--- src/rtl/vga_arb_pkg.sv ---
// Shared types and constants for the VGA draw arbiter.
package vga_arb_pkg;

    typedef enum logic [1:0] {
        ST_IDLE    = 2'd0,
        ST_RUN     = 2'd1,
        ST_RELEASE = 2'd2
    } arb_state_t;

    localparam int SCREEN_W = 160;
    localparam int SCREEN_H = 120;
    localparam int X_W      = 8;
    localparam int Y_W      = 7;
    localparam int C_W      = 3;

    // True when the pixel lies inside the visible 160x120 area.
    function automatic logic on_screen(input logic [X_W-1:0] x, input logic [Y_W-1:0] y);
        return (x < X_W'(SCREEN_W)) && (y < Y_W'(SCREEN_H));
    endfunction

endpackage

--- src/rtl/vga_draw_arbiter_rr_pick.sv ---
// Combinational round-robin picker: first requester strictly after `last`, wrapping.
module rr_pick #(
    parameter int NCLIENT = 3,
    parameter int IDX_W   = $clog2(NCLIENT)
) (
    input  logic [NCLIENT-1:0] req,
    input  logic [IDX_W-1:0]   last,
    output logic               valid,
    output logic [IDX_W-1:0]   idx
);

    // Walk offsets from farthest to nearest so the nearest requester wins.
    always_comb begin
        int unsigned cand;
        valid = |req;
        idx   = last;
        cand  = 0;
        for (int unsigned off = NCLIENT; off >= 1; off--) begin
            cand = (32'(last) + off) % NCLIENT;
            if (req[cand]) begin
                idx = IDX_W'(cand);
            end
        end
    end

endmodule

--- src/rtl/vga_draw_arbiter.sv ---
// Job-level round-robin arbiter sharing the VGA adapter plot port between drawing engines.
// Optional abort watchdog enabled by defining VGA_ARB_WATCHDOG_EN.
module vga_draw_arbiter
    import vga_arb_pkg::*;
#(
    parameter int NCLIENT = 3,
    parameter int WDOG_W  = 16
) (
    input  logic                   clk,
    input  logic                   rst_n,
    input  logic [NCLIENT-1:0]     req,
    output logic [NCLIENT-1:0]     eng_start,
    input  logic [NCLIENT-1:0]     eng_done,
    input  logic [NCLIENT*X_W-1:0] eng_x,
    input  logic [NCLIENT*Y_W-1:0] eng_y,
    input  logic [NCLIENT*C_W-1:0] eng_colour,
    input  logic [NCLIENT-1:0]     eng_plot,
    output logic [NCLIENT-1:0]     ack,
    output logic                   busy,
    output logic                   err,
    output logic [X_W-1:0]         vga_x,
    output logic [Y_W-1:0]         vga_y,
    output logic [C_W-1:0]         vga_colour,
    output logic                   vga_plot
);

    localparam int IDX_W = $clog2(NCLIENT);

    arb_state_t          state_q;
    logic [IDX_W-1:0]    gnt_q;
    logic [IDX_W-1:0]    last_q;
    logic [NCLIENT-1:0]  start_q;
    logic [NCLIENT-1:0]  ack_q;
    logic [X_W-1:0]      vga_x_q;
    logic [Y_W-1:0]      vga_y_q;
    logic [C_W-1:0]      vga_colour_q;
    logic                vga_plot_q;

    logic                pick_valid;
    logic [IDX_W-1:0]    pick_idx;
    logic [NCLIENT-1:0]  pick_oh;
    logic [NCLIENT-1:0]  gnt_oh;
    logic [X_W-1:0]      sel_x;
    logic [Y_W-1:0]      sel_y;
    logic [C_W-1:0]      sel_colour;
    logic                sel_plot;
    logic                sel_done;
    logic                wdog_expire;

    rr_pick #(
        .NCLIENT (NCLIENT),
        .IDX_W   (IDX_W)
    ) u_rr_pick (
        .req   (req),
        .last  (last_q),
        .valid (pick_valid),
        .idx   (pick_idx)
    );

    // One-hot forms of the pending pick and the current grant.
    always_comb begin
        pick_oh = '0;
        gnt_oh  = '0;
        for (int unsigned i = 0; i < NCLIENT; i++) begin
            pick_oh[i] = (IDX_W'(i) == pick_idx);
            gnt_oh[i]  = (IDX_W'(i) == gnt_q);
        end
    end

    // Select the granted engine's pixel and done; other engines are ignored.
    always_comb begin
        sel_x      = '0;
        sel_y      = '0;
        sel_colour = '0;
        sel_plot   = 1'b0;
        sel_done   = 1'b0;
        for (int unsigned i = 0; i < NCLIENT; i++) begin
            if (gnt_oh[i]) begin
                sel_x      = eng_x[i*X_W +: X_W];
                sel_y      = eng_y[i*Y_W +: Y_W];
                sel_colour = eng_colour[i*C_W +: C_W];
                sel_plot   = eng_plot[i];
                sel_done   = eng_done[i];
            end
        end
    end

`ifdef VGA_ARB_WATCHDOG_EN
    logic [WDOG_W-1:0] wdog_q;
    logic [WDOG_W-1:0] wdog_d;
    logic              err_q;

    assign wdog_d      = wdog_q + 1'b1;
    assign wdog_expire = (state_q == ST_RUN) && (wdog_d == '1);
    assign err         = err_q;

    // Job watchdog: cleared while idle so every RUN starts from zero.
    always_ff @(posedge clk or negedge rst_n) begin
        if (!rst_n) begin
            wdog_q <= '0;
        end else if (state_q == ST_RUN) begin
            wdog_q <= wdog_d;
        end else begin
            wdog_q <= '0;
        end
    end
`else
    assign wdog_expire = 1'b0;
    // No watchdog: err is constant low; WDOG_W is referenced so it stays part of the interface.
    assign err         = (WDOG_W < 0);
`endif

    // Arbitration FSM with registered start/ack and the registered adapter drive.
    always_ff @(posedge clk or negedge rst_n) begin
        if (!rst_n) begin
            state_q      <= ST_IDLE;
            gnt_q        <= '0;
            last_q       <= IDX_W'(NCLIENT - 1);
            start_q      <= '0;
            ack_q        <= '0;
            vga_x_q      <= '0;
            vga_y_q      <= '0;
            vga_colour_q <= '0;
            vga_plot_q   <= 1'b0;
`ifdef VGA_ARB_WATCHDOG_EN
            err_q        <= 1'b0;
`endif
        end else begin
            ack_q      <= '0;
            vga_plot_q <= 1'b0;
            case (state_q)
                ST_IDLE: begin
                    if (pick_valid) begin
                        gnt_q   <= pick_idx;
                        last_q  <= pick_idx;
                        start_q <= pick_oh;
                        state_q <= ST_RUN;
                    end
                end
                ST_RUN: begin
                    vga_x_q      <= sel_x;
                    vga_y_q      <= sel_y;
                    vga_colour_q <= sel_colour;
                    vga_plot_q   <= sel_plot && on_screen(sel_x, sel_y);
                    if (sel_done || wdog_expire) begin
                        start_q <= '0;
                        ack_q   <= gnt_oh;
                        state_q <= ST_RELEASE;
`ifdef VGA_ARB_WATCHDOG_EN
                        if (!sel_done) begin
                            err_q <= 1'b1;
                        end
`endif
                    end
                end
                ST_RELEASE: begin
                    state_q <= ST_IDLE;
                end
                default: begin
                    state_q <= ST_IDLE;
                end
            endcase
        end
    end

    assign eng_start  = start_q;
    assign ack        = ack_q;
    assign busy       = (state_q != ST_IDLE);
    assign vga_x      = vga_x_q;
    assign vga_y      = vga_y_q;
    assign vga_colour = vga_colour_q;
    assign vga_plot   = vga_plot_q;

endmodule

--- config.mk ---
export PLATFORM = sky130hd
export DESIGN_NAME = vga_draw_arbiter
export DESIGN_NICKNAME = d
export VERILOG_FILES = /design/src/rtl/vga_arb_pkg.sv /design/src/rtl/vga_draw_arbiter_rr_pick.sv /design/src/rtl/vga_draw_arbiter.sv
export SDC_FILE = /design/constraint.sdc
export NUM_CORES = 1
export LEC_CHECK = 0
export CORE_AREA = 2 2 92 85
export DETAILED_ROUTE_END_ITERATION = 10
export DIE_AREA = 0 0 94 87
export HOLD_SLACK_MARGIN = 0.15
export MAX_ROUTING_LAYER = met4
export SETUP_SLACK_MARGIN = 0.2
export SKIP_LAST_GASP = 1
export SYNTH_ARGS = -nofsm -noshare
export SYNTH_HDL_FRONTEND = slang
export SYNTH_HIERARCHICAL = 1
export SYNTH_SLANG_ARGS = --single-unit
--- constraint.sdc ---
create_clock -name clk -period 2.8 [get_ports clk]
set_clock_uncertainty 0.2 [all_clocks]
set_input_delay 0.84 -clock clk [delete_from_list [all_inputs] [get_ports clk]]
set_output_delay 0.84 -clock clk [all_outputs]
set_load 0.01 [all_outputs]
==> parameters.txt, run 1 <==
Parameter                              Value

Pwr
  Fraction of power spent switching nets    between 30% and 40%
  Combinational group share of total power    between 60% and 70%
  Worst vdd rail ir drop    262 uV
  Share of total power in sequential cells    26.7%
  Internal Dissipation    1680 uW
  Overall power    ~2800 uW
  Switch Pwr    1090 uW
  Clock share of power    12.7%
  P_leak    about 0.0012 uW
  Power per cell area    971 mW/mm^2

Placement
  Port Buffers    90
  Worst setup slack after placement    0.105 ns
  Last weighted congestion value of the routability-driven placer    around 0.86
  Placed wire-length estimate    3610 um

Synth
  Dominant combinational cell family by area after synthesis    compound AO/OA/AOI/OAI gates
  Adder and majority gate portion of the synthesized area    under 10%
  Mux contribution to synthesized area    approximately 14%
  Area of the mapped netlist    approximately 0.0018 mm^2
  Sequential-to-total area share from yosys stat    between 40% and 50%
  Mean Syn Cell Area    9.42 um^2
  Post-synthesis share of cell area spent on xor and xnor gates    0%
  Net count after synthesis    256
  Gate Count Post-Synth    between 150 and 200
  Seq cells post-synth    30
  Simple-gate share of the synthesized area    between 10% and 20%
  Number of warnings printed during yosys synthesis    6
  Number of different library cells in the post-synthesis netlist    38
  Area fraction in compound gates after synthesis    between 10% and 20%

Layout
  Share of post-route cells with drive strength above 1    between 8 and 9%
  Fill cell count    760
  Antenna diode count    0
  Finished Core Util    roughly two fifths
  Area taken by flip-flops and latches    752 um^2
  Growth of design area from synthesis to finish    61.4%
  Total area of multi-input combinational cells    about 920 um^2
  Final layout net count    around 350

Routing
  Number of violations reported at the end of detailed-routing iteration 0    65
  Per-cell routed wire length    about 12 um
  Final wirelength    4710 um
  Detail Route Antenna Nets    0
  DRC violation count after routing    0
  Number of iterations in the first detailed-routing pass    4
  DR vias    1664
  Post-detailed-route via-to-cell ratio    ~4.4

Clock network
  CTS H-tree depth    2
  Inserted Clock Buffers    5
  Worst-skew pair later-pin latency    0.27 ns
  Hold-fix buffer count after cts    0
  Number of instances resized during post-cts repair    0
  Buffer count from post-CTS setup fixing    0
  Clock tree from TritonCTS    yes
  Clk sink count    30
  Maximum buffer depth of the clock tree    2
  Clock tree root driver cell    clkbuf_8
  Clock edge transition at the registers on the reported setup and hold paths    about 0.060 ns

Die
  Area of the die    slightly above 0.008 mm^2
  Die Ht    approximately 87 um
  Top-Level Pins    92
  Initial Utilization    approximately a quarter
  Die X    between 90 and 100 um
  Num rows    30
  Core footprint    ~0.0073 mm^2

Timing
  # setup viols final    0
  Slew Viols, Final    0
  PnR worst setup slack    0.337 ns
  Top achievable clock speed    406 MHz
  Hold Violations, Final    0
  Setup Total Neg Slack    0 ns
  Fraction of the cycle the final worst path needs    88.0%
  Setup repair after global routing missed its margin    no
  Minimum clock period    about 2.5 ns

Global route
  Global-route wire length before repair    7290 um
  GRT overflow    0
  GR Util met2    a little under a fifth
  Met1 Use GR    14.0%
  Via count of the first global-routing pass    approximately 1500
  All-layer global routing usage    about an eighth
  Met3 Resource Use GR    under 10%
  Pin count of the biggest net entering global routing    31
  Number of antenna violations at the first check in global routing    0
  Peak-usage layer in the global routing report    met2

Worst setup path
  Data arrival time of the critical path    about 1.4 ns
  Max Fanout on Critical Path    6
  CP max-delay cell    clkdlybuf4s50_1
  Top delay family on crit path    buffers and inverters
  Type of element capturing the critical path    output pin
  Startpoint-to-endpoint class of the critical path    reg -> out
  Cell chain of the critical path    or2_1, clkdlybuf4s50_1
  Startpoint kind of the worst setup timing path    flip-flop
  Buffering stage count on the worst path with inverters included    1
  Data required time of the worst path    between 1.5 and 2 ns
  CP peak stage delay    0.47 ns
  R2R Path Start    last_q[1]
  Reg2Reg Capture Point    eng_start[2]
  Number of cells traversed by the worst register-to-register path    7
  Slack of the worst reg-to-reg path    ~0.56 ns
  Levels on crit path    2

Worst hold path
  Destination of the worst hold path    vga_x[3]
  Hold Crit Class    reg -> reg
  Cell count of the worst hold path    2
  Startpoint of the tightest hold check path    vga_x[3]

Flow run
  Max_cap viols    0

Outcome
  Status    finished, final reports clean
==> cell usage in the layout (no fill, tap or decap), types with 4 or more instances in the layout <==
cell type	netlist	final
dfrtp_1	29	29
o21ai_1	21	21
nor2_1	17	17
a2bb2oi_1	5	5
inv_1	4	4
clkbuf_8	0	6
mux2i_1	20	20
buf_4	3	8
nand2_1	23	23
clkdlybuf4s50_1	0	90
a21oi_1	15	15
==> tightest hold or removal path: stages, from the launching register on <==
cell and delay [ns]:
dfrtp_1 0.34, nand2_1 0.05, o21ai_1 0.06
==> sequential cells by signal, indices dropped and copies added, names as in the netlist <==
| register | flops |
|---|---|
| ack | 3 |
| eng_start | 3 |
| gnt_q | 2 |
| last_q | 1 |
| state_q | 2 |
| vga_colour | 3 |
| vga_plot | 1 |
| vga_x | 8 |
| vga_y | 7 |
==> Yosys cell counts, drive strengths merged <==
master   count  area share (%)
dfrtp       29              41
nand2       24             5.2
o21ai       24             6.8
mux2i       20              11
nor2        17             3.6
a21oi       15             4.2
buf          9             4.0
a2bb2oi      8             5.0
mux2         5             3.2
clkbuf       4            0.85
inv          4            0.85
ha           3             2.1
nand2b       3             1.1
nor2b        3             1.1
nor4         3             1.4
nor3b        2            0.85
o211ai       2             1.1
a21o         1            0.42
a22o         1            0.49
a22oi        1            0.71
a31oi        1            0.35
and2         1            0.35
conb         1            0.21
dfstp        1             1.5
nand3        1            0.28
nand3b       1            0.42
nor4b        1            0.49
o22ai        1            0.35
or2          1            0.35
or3          1            0.35
==> power groups by stage <==
| stage | clock, uW | combinational [uW] | sequential, uW |
|---|---|---|---|
| after floorplan | 0 | 1000 | 815 |
| after global placement | 0 | 1700 | 743 |
| after detailed placement | 0 | 1710 | 749 |
| after CTS | 371 | 1710 | 744 |
| after global routing | 386 | 1870 | 770 |
| final | 352 | 1680 | 739 |
==> layout make-up <==
type                       instances  share of cell area [%]
timing repair buffer              98                    33.6
multi-input combinational        141                    32.2
sequential                        30                    26.3
tap                               96                    4.20
inverter                           4                   0.525
clock buffer                       8                    3.15
==> metrics by stage <==
stage	instance area (um^2)	hold WS, ns	std cells
after global routing	2860	0.311	377
final	2860	0.282	377
after global placement	2770	0.267	369
after CTS	2860	0.289	377
after detailed placement	2770	0.276	369
after floorplan	1770	0.266	188
==> cells by family after synthesis <==
kind of cell	Yosys count
buffers and inverters	17
AOI/OAI and AO/OA	54
adders and majority gates	3
muxes	25
other	1
and+or+nand+nor	58
DFF	30
==> layer usage <==
| layer | share of wire [%] | vias up | routed length, um |
|---|---|---|---|
| li1 | - | 845 | - |
| met1 | 44 | 743 | 2080 |
| met2 | 45 | 72 | 2100 |
| met3 | 10 | 4 | 493 |
| met4 | 0.68 | 0 | 32 |
| met5 | 0 | - | 0 |
==> how the worst max path moves through the flow <==
stage,startpoint,end,slack [ns]
global route,state_q[0],busy,0.27
finish,state_q[0],busy,0.34
floorplan,req[2],eng_start[1],0.72
CTS,state_q[0],busy,0.31
global placement,req[2],eng_start[1],0.18
detailed placement,req[1],eng_start[2],0.10
(Power assumes the default switching activity.)
==> inputs of run 2 (changes only) <==
==> constraint.sdc (replaced) <==
create_clock -name clk -period 2 [get_ports clk]
set_clock_uncertainty 0.2 [all_clocks]
set_input_delay 0.6 -clock clk [delete_from_list [all_inputs] [get_ports clk]]
set_output_delay 0.6 -clock clk [all_outputs]
set_load 0.01 [all_outputs]
==> run 2 against run 1 <==
  * The flow now finishes with violations (negative setup slack)
  * Combinational power grew 70%
  * Setup slack worse by 0.42 ns
  * Total power up 59%
  * Clock-buffer cell count decreased by 1
  * Critical path depth rose by 5
  * Critical path type is now reg -> reg
  * Highest routed layer unchanged
==> parameters.txt, run 2 (synthesis gave the netlist of run 1 again) <==
Parameter                              Value

Global route
  Met1 Use GR    between 10% and 20%
  Met3 Resource Use GR    between 4 and 5%
  Number of antenna violations at the first check in global routing    0
  All-layer global routing usage    around 13%
  Pin count of the biggest net entering global routing    41
  GRT overflow    0
  GR Util met2    roughly 22%
  Global-route wire length before repair    8160 um
  Peak-usage layer in the global routing report    met2
  Via count of the first global-routing pass    1772

Worst hold path
  Hold Crit Class    reg -> reg

Timing
  Minimum clock period    2.09 ns
  Slew Viols, Final    0
  Worst slack on hold paths    around 0.28 ns
  PnR worst setup slack    -0.0864 ns
  Fraction of the cycle the final worst path needs    104%
  Top achievable clock speed    479 MHz
  # setup viols final    3
  Setup repair after global routing missed its margin    yes
  Setup Total Neg Slack    -0.163 ns
  Hold Violations, Final    0

Pwr
  Worst vdd rail ir drop    roughly 380 uV
  Power per cell area    between 1000 and 1500 mW/mm^2
  Fraction of power spent switching nets    39.7%
  P_leak    about 0.0014 uW
  Clock share of power    11.4%
  Combinational group share of total power    between 60% and 70%
  Internal Dissipation    roughly 2700 uW
  Switch Pwr    1750 uW
  Share of total power in sequential cells    roughly a quarter

Worst setup path
  Type of element capturing the critical path    flip-flop
  Max Fanout on Critical Path    4
  CP peak stage delay    between 0.5 and 0.6 ns
  CP max-delay cell    dfstp_2
  Startpoint-to-endpoint class of the critical path    reg -> reg
  Data arrival time of the critical path    between 2 and 2.5 ns
  Cell chain of the critical path    ha_4, nor2b_4, o21ai_2, o22ai_2, a31oi_4, nor3b_2, mux2_4
  Startpoint kind of the worst setup timing path    flip-flop
  Data required time of the worst path    slightly below 2 ns

Layout
  Antenna diode count    0
  Number of flip-flops in the largest register    8
  Fill cell count    approximately 740
  Commonest cells after routing, fill and taps aside    clkdlybuf4s50_1 (61), dlygate4sd2_1 (28), dfrtp_1 (27)
  Final layout net count    366
  Share of post-route cells with drive strength above 1    around a quarter
  Most common cell after layout, fill and taps aside    clkdlybuf4s50_1
  Growth of design area from synthesis to finish    77.9%

Routing
  DRC violation count after routing    0
  Final wirelength    between 5000 and 6000 um
  Number of violations reported at the end of detailed-routing iteration 0    91
  Number of iterations in the first detailed-routing pass    4
  DR vias    1771
  Post-detailed-route via-to-cell ratio    between 4 and 5
  Per-cell routed wire length    between 10 and 15 um
  Detail Route Antenna Nets    0

Die
  Top-Level Pins    between 90 and 100
  Core footprint    0.00732 mm^2
  Die Ht    87 um
  Initial Utilization    24.2%
  Area of the die    0.00818 mm^2
  Die X    approximately 94 um
  Num rows    30

Placement
  Placed wire-length estimate    ~3800 um
  Worst setup slack after placement    -0.521 ns
  Last weighted congestion value of the routability-driven placer    0.801
  Port Buffers    90

Clock network
  Hold-fix buffer count after cts    0
  Clock tree from TritonCTS    yes
  CTS H-tree depth    2
  Worst-skew pair later-pin latency    0.28 ns
  Inserted Clock Buffers    5
  Maximum buffer depth of the clock tree    2
  Clock tree root driver cell    clkbuf_8
  Clk sink count    30
  Clock edge transition at the registers on the reported setup and hold paths    roughly 0.060 ns

Outcome
  Violated checks    negative setup slack
  Status    finished with violations

Flow run
  Max_cap viols    0
-- run 2: cell count changes in the layout (fill, tap and decap cells not counted), moves of 3 or more --
cell and delta:
mux2_1 -3, a2bb2oi_2 +4, ha_1 -3, buf_12 +3, dlygate4sd2_1 +28, clkdlybuf4s50_1 -29, a2bb2oi_1 -4, ha_4 +3
mux2_4 +4, buf_4 +14
-- run 2: layout make-up --
type                       instances  area [um^2]  share of cell area, %
tap                               96          120                   3.81
timing repair buffer             116         1100                   34.8
multi-input combinational        141         1070                   34.0
clock buffer                       7         86.3                   2.74
inverter                           4         15.0                  0.477
sequential                        30          754                   24.0
clock inverter                     1         5.00                  0.159
-- run 2: stage by stage --
step                      power, uW  instances  cell area, um^2  utilization, %
after floorplan                2590        188             1790               -
after global placement         3610        381             2890            39.5
after detailed placement       3640        381             2890            39.5
after CTS                      4200        391             3040            41.5
after global routing           4780        395             3150            43.0
final                          4400        395             3150            43.0
-- run 2: worst max-delay path: cells and delay by family (launching register included) --
kind | cells | cell delay [ns]
AO/OA/AOI/OAI | 3 | 0.50
adder cells (fa/ha/maj) | 1 | 0.22
flip-flops | 1 | 0.58
multiplexers | 1 | 0.27
AND/OR/NAND/NOR | 2 | 0.19
-- run 2: worst paths after layout --
path                       slack, ns      endpoint  cells after the start      start
min                             0.28      vga_x[6]                      2   vga_x[6]
max reg2reg                    -0.09  eng_start[2]                      7  last_q[1]
max in group asynchronous       0.87     last_q[1]                      2      rst_n
min reg2reg                     0.28      vga_x[6]                      2   vga_x[6]
min in group asynchronous       0.48        ack[2]                      2      rst_n
max                            -0.09  eng_start[2]                      7  last_q[1]
-- run 2: repair_timing --
action / in CTS / in global routing
setup endpoints to repair: 37 / 8
gates resized for setup: 50 / 15
buffers inserted: 2 / 4
pin swaps: 4 / 9
-- run 2: power by group through the flow --
stage | logic [uW] | registers, uW | clock network (uW)
floorplan | 1440 | 1150 | 0
global placement | 2560 | 1050 | 0
detailed placement | 2590 | 1050 | 0
CTS | 2630 | 1040 | 525
global route | 3150 | 1090 | 551
finish | 2860 | 1040 | 501
-- run 2: metal layers --
layer  up-vias  routed length (um)
li1        879                   -
met2        73                2480
met4         0                  88
met1       810                2090
met3         9                 492
met5         -                   0
